[config.mk]
export PLATFORM = sky130hd
export DESIGN_NAME = online_result_collector_div
export DESIGN_NICKNAME = d
export VERILOG_FILES = /design/src/rtl/online_result_collector_div.sv
export SDC_FILE = /design/constraint.sdc
export NUM_CORES = 1
export LEC_CHECK = 0
export ABC_AREA = 1
export CAP_MARGIN = 20
export CORE_UTILIZATION = 59
export CTS_BUF_LIST = sky130_fd_sc_hd__clkbuf_4
export DETAILED_ROUTE_END_ITERATION = 7
export PLACE_DENSITY = 0.81
export SETUP_SLACK_MARGIN = 0.02
export SYNTH_ARGS = -nofsm -noshare
export SYNTH_HDL_FRONTEND = slang
export SYNTH_SLANG_ARGS = --single-unit
[constraint.sdc]
create_clock -name clk -period 3.8 [get_ports clk]
set_input_delay 0.76 -clock clk [delete_from_list [all_inputs] [get_ports clk]]
set_output_delay 0.76 -clock clk [all_outputs]
set_load 0.005 [all_outputs]
[src/rtl/online_result_collector_div.sv]
// Collects the MSD-first signed-digit quotient stream, drops the online-delay digits and
// converts on the fly (Q/QM) into a two's-complement result. Optional macro: RES_ROUND_EN.
module online_result_collector_div #(
  parameter int unsigned UNROLLING    = 64,
  parameter int unsigned ONLINE_DELAY = 2,
  parameter int unsigned RES_WIDTH    = UNROLLING + 1
) (
  input  logic                 clk,
  input  logic                 asyn_reset,
  input  logic                 start,
  input  logic                 digit_valid,
  input  logic [1:0]           digit_in,
  input  logic                 res_ready,
  output logic [RES_WIDTH-1:0] result,
  output logic                 res_valid,
  output logic                 busy,
  output logic [10:0]          digit_cnt,
  output logic                 overflow_err
);

  localparam int unsigned CNT_W = 11;
`ifdef RES_ROUND_EN
  localparam int unsigned QW   = RES_WIDTH + 1;
  localparam int unsigned NDIG = UNROLLING + 1;
`else
  localparam int unsigned QW   = RES_WIDTH;
  localparam int unsigned NDIG = UNROLLING;
`endif

  typedef enum logic [1:0] {
    IDLE    = 2'd0,
    SKIP    = 2'd1,
    COLLECT = 2'd2,
    HOLD    = 2'd3
  } state_t;

  state_t             state_q, state_d;
  logic [QW-1:0]      q_q, q_d;
  logic [QW-1:0]      qm_q, qm_d;
  logic [CNT_W-1:0]   cnt_q, cnt_d;
  logic [CNT_W-1:0]   skip_q, skip_d;
  logic [RES_WIDTH-1:0] res_q, res_d;
  logic               vld_q, vld_d;
  logic               busy_q, busy_d;
  logic               ovf_q, ovf_d;

  // Final conversion of the collected Q register into the presented result.
  function automatic logic [RES_WIDTH-1:0] conv(input logic [QW-1:0] q);
`ifdef RES_ROUND_EN
    logic [QW-1:0] sum;
    sum = q + QW'(1);
    if (!q[QW-1] && sum[QW-1]) conv = {1'b0, {(RES_WIDTH-1){1'b1}}};
    else                       conv = sum[QW-1:1];
`else
    conv = q;
`endif
  endfunction

  always_ff @(posedge clk) begin
    if (asyn_reset) begin
      state_q <= IDLE;
      q_q     <= '0;
      qm_q    <= '1;
      cnt_q   <= '0;
      skip_q  <= '0;
      res_q   <= '0;
      vld_q   <= 1'b0;
      busy_q  <= 1'b0;
      ovf_q   <= 1'b0;
    end else begin
      state_q <= state_d;
      q_q     <= q_d;
      qm_q    <= qm_d;
      cnt_q   <= cnt_d;
      skip_q  <= skip_d;
      res_q   <= res_d;
      vld_q   <= vld_d;
      busy_q  <= busy_d;
      ovf_q   <= ovf_d;
    end
  end

  always_comb begin
    state_d = state_q;
    q_d     = q_q;
    qm_d    = qm_q;
    cnt_d   = cnt_q;
    skip_d  = skip_q;
    res_d   = res_q;
    vld_d   = vld_q;
    ovf_d   = ovf_q;

    // start has priority everywhere and swallows a coincident digit.
    if (start) begin
      q_d     = '0;
      qm_d    = '1;
      cnt_d   = '0;
      skip_d  = '0;
      vld_d   = 1'b0;
      state_d = (ONLINE_DELAY == 0) ? COLLECT : SKIP;
    end else begin
      case (state_q)
        SKIP: begin
          if (digit_valid) begin
            skip_d = skip_q + CNT_W'(1);
            if (skip_d == CNT_W'(ONLINE_DELAY)) state_d = COLLECT;
          end
        end
        COLLECT: begin
          if (digit_valid) begin
            if (digit_in == 2'b10) begin
              q_d  = {q_q[QW-2:0], 1'b1};
              qm_d = {q_q[QW-2:0], 1'b0};
            end else if (digit_in == 2'b01) begin
              q_d  = {qm_q[QW-2:0], 1'b1};
              qm_d = {qm_q[QW-2:0], 1'b0};
            end else begin
              q_d  = {q_q[QW-2:0], 1'b0};
              qm_d = {qm_q[QW-2:0], 1'b1};
            end
            cnt_d = cnt_q + CNT_W'(1);
            if (cnt_d == CNT_W'(NDIG)) begin
              state_d = HOLD;
              res_d   = conv(q_d);
              vld_d   = 1'b1;
            end
          end
        end
        HOLD: begin
          if (digit_valid) ovf_d = 1'b1;
          if (vld_q && res_ready) begin
            state_d = IDLE;
            vld_d   = 1'b0;
          end
        end
        default: ;
      endcase
    end

    busy_d = (state_d != IDLE);
  end

  assign result       = res_q;
  assign res_valid    = vld_q;
  assign busy         = busy_q;
  assign digit_cnt    = cnt_q;
  assign overflow_err = ovf_q;

endmodule

==> results of run 1 <==
worst max-delay path, cell delays in order (launching register included):
cell and delay [ns]:
dfxtp_1 0.41, ha_1 0.24, nand2_2 0.11, o21ai_1 0.14
nand2_1 0.08, nor2_1 0.16, nand2_1 0.09, nor2_2 0.12
nand2_1 0.11, nor2_4 0.09, buf_4 0.53, o21ai_0 0.19
nor2_1 0.13
per-stage QoR:
| stage | util [%] | power, mW | cell area (µm²) | hold WS (ns) | setup slack, ns |
|---|---|---|---|---|---|
| 2_1_floorplan | - | 2.53 | 9540 | 0.461 | 1.62 |
| 3_3_place_gp | 65.7 | 2.58 | 10400 | 0.451 | 0.989 |
| 3_5_place_dp | 65.7 | 2.59 | 10400 | 0.471 | 0.936 |
| 4_1_cts | 69.9 | 4.53 | 11100 | 0.486 | 1.26 |
| 5_1_grt | 70.0 | 4.67 | 11100 | 0.514 | 0.918 |
| 6_report | 70.0 | 4.48 | 11100 | 0.479 | 1.30 |
sequential cells by signal, summed over array words and instances (netlist names):
name / cells
busy: 1
digit_cnt: 11
overflow_err: 1
q_q: 64
qm_q: 64
res_valid: 1
result: 65
skip_q: 11
state_q: 2
power by group:
group	internal (mW)	switching, mW	leakage, nW
Clock	1.02	0.931	0.403
Sequential	2.32	0.0117	1.78
Combinational	0.0550	0.147	2.79
worst paths after layout:
kind | from | end | slack (ns) | cells after the start
setup / recovery | digit_cnt[1] | result[4] | 1.30 | 12
hold / removal | overflow_err | overflow_err | 0.48 | 2
setup reg to reg | digit_cnt[1] | result[4] | 1.30 | 12
hold reg to reg | overflow_err | overflow_err | 0.48 | 2
synth_stat cells (5+ instances only):
library cell  count
clkbuf_1         71
a21oi_1          17
nor2_2            5
nand2_1         205
nand4_1           6
nand3_1          15
inv_1           121
o211ai_1        135
o21ai_1          59
nor2_1          273
ha_1              5
buf_6            11
o21ai_0         153
buf_1            10
dfxtp_1         220
cell usage in the layout (no fill, tap or decap), types with 4 or more instances in the layout:
cell / count
clkdlybuf4s50_1: 85
clkbuf_4: 79
ha_1: 5
o21ai_1: 59
a21oi_1: 17
o211ai_1: 135
o21ai_0: 153
clkinv_1: 12
nand3_1: 15
nor2_2: 4
buf_12: 4
dfxtp_1: 220
nand2_1: 203
inv_1: 119
nand4_1: 6
nor2_1: 272
buf_4: 9
metal layers:
layer	part of all wire [%]	wire (µm)	up-vias	track usage (%)
met2	46	9580	208	41.6
met5	0	0	-	0
met4	1.6	338	0	10.5
met3	4.5	931	29	4.58
met1	48	9950	3968	32.8
li1	-	-	4510	-
kinds of logic after synthesis:
kind of cell	synth area share (%)
and+or+nand+nor	20.7
adders and majority gates	0.656
buffers and inverters	9.49
xor gates and xnor gates	0.0919
AOI/OAI and AO/OA	22.9
DFF	46.2
layout make-up:
type                            instances  area, µm²  share of cell area (%)
Inverter                              123        468                    4.23
Antenna cell                            1       2.50                  0.0226
Tap cell                              216        270                    2.44
Clock inverter                         14       85.1                   0.768
Clock buffer                           79        593                    5.36
Sequential cell                       220       4400                    39.8
Multi-Input combinational cell        883       4250                    38.4
Timing Repair Buffer                   98        998                    9.02
==> impl_metrics.env, run 1 <==
export IMPL_io_buffer_count=85
export IMPL_layout_nets=1394
export IMPL_startpoint_type="register"
export IMPL_coreArea_um2=15800
export IMPL_rsz0062_at_grt="false"
export IMPL_end_kind="register"
export IMPL_area_growth_pct=16.1
export IMPL_ios=86
export IMPL_required_ns=4.40
export IMPL_antenna_found_initial=1
export IMPL_synth_distinct_cells=26
export IMPL_root_buffer="clkbuf_4"
export IMPL_cts_sinks=220
export IMPL_worst_ir_drop_vdd_mv=0.222
export IMPL_fin_tns_setup_ns=0
export IMPL_wl_mm=20.8
export IMPL_place_congestion=0.845
export IMPL_die_x_um=129
export IMPL_viasPerCell=5.33
export IMPL_cts_buffers=56
export IMPL_grt_pass1_wl_mm=35.2
export IMPL_syn_num_nets=1333
export IMPL_syn_inst=1321
export IMPL_post_cts_buffers=0
export IMPL_clk_pin_slew_worst_paths_ns=0.07
export IMPL_rows=46
export IMPL_dieArea_um2=16700
export IMPL_track_usage_pct=25.3
export IMPL_synth_seq_cells=220
export IMPL_cts_max_level=2
export IMPL_syn_avg_cell_area_um2=7.22
export IMPL_synth_flop_cell="dfxtp_1"
export IMPL_clk_latency_ns=0.69
export IMPL_synth_top_area_share_pct=46.2
export IMPL_hold_viol=0
export IMPL_arrival_ns=3.10
export IMPL_cts_resized=0
export IMPL_antenna_left=0
export IMPL_final_cells=1634
export IMPL_max_freq_ghz=0.400
export IMPL_start_util_pct=60.3
export IMPL_grt_ovfl_total=0
export IMPL_dp_cells=1540
export IMPL_synth_edff_count=0
export IMPL_drive_gt1_share_pct=7.55
export IMPL_drt_iter0_markers=584
export IMPL_status="finished, final reports clean"
export IMPL_async_reset_ff_share_pct=0
export IMPL_ys_seq_area_share_pct=46.2
export IMPL_grt_pass1_vias=7868
export IMPL_leakagePower_nw=4.97
export IMPL_num_fill_cells=1300
export IMPL_tritoncts="built"
export IMPL_place_hpwl_mm=12.2
export IMPL_yosys_warnings=0
export IMPL_crit_type="reg -> reg"
export IMPL_drc=0
export IMPL_synthesis_area_um2=9540
export IMPL_drt_pass1_iterations=5
export IMPL_synth_area_leaders="dfxtp_1 (46%), nor2_1 (11%), o211ai_1 (11%), nand2_1 (8.1%), o21ai_0 (8.0%)"
export IMPL_setup_viol=0
export IMPL_slew_viol_final=0
export IMPL_finalClockSkew_ns=0.0372
export IMPL_chipHeight_um=129
export IMPL_post_synth_top_area_cell="dfxtp_1"
export IMPL_max_slew_margin_pct=32.3
export IMPL_ctsHoldBuffers=0
export IMPL_wire_per_inst_um=12.7
export IMPL_tightest_slew_ns=1.02
export IMPL_finalCritPeriodShare_pct=65.8
export IMPL_vias=8715
export IMPL_critPathMaxFanout=65
export IMPL_cts_max_path_buffers=3
export IMPL_min_period_ns=2.50
export IMPL_grt_max_degree=127
export IMPL_power_density_nw_per_um2=405
export IMPL_worstHoldPathType="reg -> reg"
export IMPL_drv_cap=0
Note: power is estimated with default switching activity, not from simulation.
==> run 2, diff against run 1 <==
clock period = 2.3 ns   (was 3.8 ns; I/O delays follow)
==> run 2 against run 1 <==
Net effect: register-to-register slack worse by 1.2 ns; clock power up 63%; first-iteration DRC count up 2.4%; critical path depth up 1; sequential power up 66%; wire length up 7.7%; cell count up 0.98%; die area unchanged.
==> impl_metrics.env, run 2 (synthesis gave the netlist of run 1 again) <==
export IMPL_finalClockSkew_ns=0.0371
export IMPL_io_buffer_count=85
export IMPL_slowest_delay_ns=0.35
export IMPL_area_growth_pct=19.2
export IMPL_fin_total_pwr_mw=7.39
export IMPL_startpoint_type="register"
export IMPL_viasPerCell=5.46
export IMPL_ff2ff_setup_slack_ns=0.13
export IMPL_grt_max_degree=88
export IMPL_track_usage_pct=26.4
export IMPL_rows=46
export IMPL_grt_pass1_vias=8021
export IMPL_critPathMaxFanout=16
export IMPL_worst_ir_drop_vdd_mv=0.417
export IMPL_required_ns=2.89
export IMPL_path_buf_inv=2
export IMPL_largest_reg_flops=65
export IMPL_start_util_pct=60.3
export IMPL_multi_input_area_um2=4260
export IMPL_critPathCapture="result[7]"
export IMPL_slew_viol_final=0
export IMPL_crit_top_cell="nand2_1"
export IMPL_antenna_left=0
export IMPL_crit_type="reg -> reg"
export IMPL_status="finished, final reports clean"
export IMPL_ios=86
export IMPL_root_buffer="clkbuf_4"
export IMPL_drt_iter0_markers=598
export IMPL_place_hpwl_mm=12.9
export IMPL_cts_max_level=2
export IMPL_tritoncts="built"
export IMPL_chipHeight_um=129
export IMPL_drive_gt1_share_pct=8.30
export IMPL_crit_slowest_cell="dfxtp_2"
export IMPL_max_slew_margin_pct=74.2
export IMPL_drv_cap=0
export IMPL_startpoint="digit_cnt[0]"
export IMPL_cts_buffers=55
export IMPL_drc=0
export IMPL_drt_pass1_iterations=5
export IMPL_final_common_cell="nor2_1"
export IMPL_dieArea_um2=16700
export IMPL_final_seq_area_um2=4410
export IMPL_layout_nets=1406
export IMPL_die_x_um=129
export IMPL_arrival_ns=2.76
export IMPL_power_density_nw_per_um2=650
export IMPL_wire_per_inst_um=13.6
export IMPL_cp_top_family="simple AND/OR/NAND/NOR gates"
export IMPL_finalCritPeriodShare_pct=94.4
export IMPL_end_kind="register"
export IMPL_tightest_slew_ns=0.388
export IMPL_antenna_found_initial=1
export IMPL_clk_latency_ns=0.68
export IMPL_worstHoldPathType="in -> reg"
export IMPL_r2r_cells=13
export IMPL_vias=9005
export IMPL_final_cells=1650
export IMPL_hold_ws_ns=0.463
export IMPL_wl_mm=22.4
export IMPL_min_period_ns=2.17
export IMPL_grt_ovfl_total=0
export IMPL_setup_viol=0
export IMPL_placed_cell_area_um2=10600
export IMPL_hold_viol=0
export IMPL_dp_cells=1549
export IMPL_stdcell_area_um2=11400
export IMPL_grt_pass1_wl_mm=36.3
export IMPL_num_fill_cells=1327
export IMPL_cts_sinks=220
export IMPL_coreArea_um2=15800
export IMPL_place_congestion=0.778
export IMPL_worstPathCellList="ha_2 -> nand2_2 -> o21ai_1 -> nand2_1 -> nor2_2 -> nand2_1 -> nor2_2 -> nand2_1 -> nor2_4 -> buf_12 -> buf_12 -> o21ai_0 -> nor2_1"
export IMPL_timing_rr_end="result[7]"
export IMPL_clk_pin_slew_worst_paths_ns=0.06
export IMPL_ctsHoldBuffers=0
export IMPL_critical_path_depth=13
export IMPL_max_freq_ghz=0.461
export IMPL_reg2reg_from="digit_cnt[0]"
export IMPL_leakagePower_nw=5.09
export IMPL_cts_max_path_buffers=3
export IMPL_final_cell_mix="nor2_1 (271), dfxtp_1 (219), nand2_1 (203)"
==> run 2: changes by cell type in the layout (fill, tap and decap cells not counted), moves of 2 or more <==
| cell | previous run | this run |
|---|---|---|
| buf_12 | 4 | 17 |
| clkinv_1 | 12 | 19 |
| clkbuf_4 | 79 | 76 |
| buf_4 | 9 | 7 |
| clkbuf_16 | 0 | 2 |
==> run 2: cell type report <==
type	instances	area share, %
Tap cell	216	2.38
Multi-Input combinational cell	883	37.5
Timing Repair Buffer	111	11.4
Inverter	123	4.11
Clock buffer	76	5.02
Antenna cell	1	0.0220
Clock inverter	20	0.891
Sequential cell	220	38.7
==> run 2: worst min path at each step <==
stage | cells after the start | start | slack, ns | to
6_report | 2 | asyn_reset | 0.46 | overflow_err
5_1_grt | 2 | asyn_reset | 0.47 | overflow_err
4_1_cts | 2 | asyn_reset | 0.42 | overflow_err
3_5_place_dp | 2 | overflow_err | 0.48 | overflow_err
3_3_place_gp | 2 | overflow_err | 0.45 | overflow_err
2_1_floorplan | 2 | overflow_err | 0.46 | overflow_err
==> run 2: layer usage <==
layer	vias to the layer above	wire length, µm	global-route usage, %
met5	-	0	0
met4	0	329	10.8
met3	31	1090	4.79
met2	229	10700	42.8
met1	4210	10300	34.7
li1	4535	-	-
==> run 2: timing repair <==
action,CTS,global route
resized for setup,0,11
hold endpoints to repair,0,0
setup buffers,0,2
setup endpoints to repair,0,65
==> run 2: where the power goes <==
group,switching (mW),internal (mW),leakage (nW)
registers,0.0197,3.84,1.78
logic,0.253,0.111,2.92
clock network,1.54,1.63,0.396
total,1.81,5.58,5.09
==> run 2: through the flow <==
step,util [%],TNS [ns],setup slack [ns]
6_report,71.8,0,0.129
4_1_cts,71.1,0,0.114
3_5_place_dp,66.9,0,0.0917
5_1_grt,71.8,-0.236,-0.0490
2_1_floorplan,-,0,0.394
3_3_place_gp,66.9,0,0.142
==> run 2: worst reg2reg max path, cell delays in order, from the launching register on <==
cell	delay [ns]
dfxtp_2	0.35
ha_2	0.21
nand2_2	0.11
o21ai_1	0.15
nand2_1	0.10
nor2_2	0.16
nand2_1	0.08
nor2_2	0.14
nand2_1	0.12
nor2_4	0.14
buf_12	0.15
buf_12	0.16
o21ai_0	0.11
nor2_1	0.12
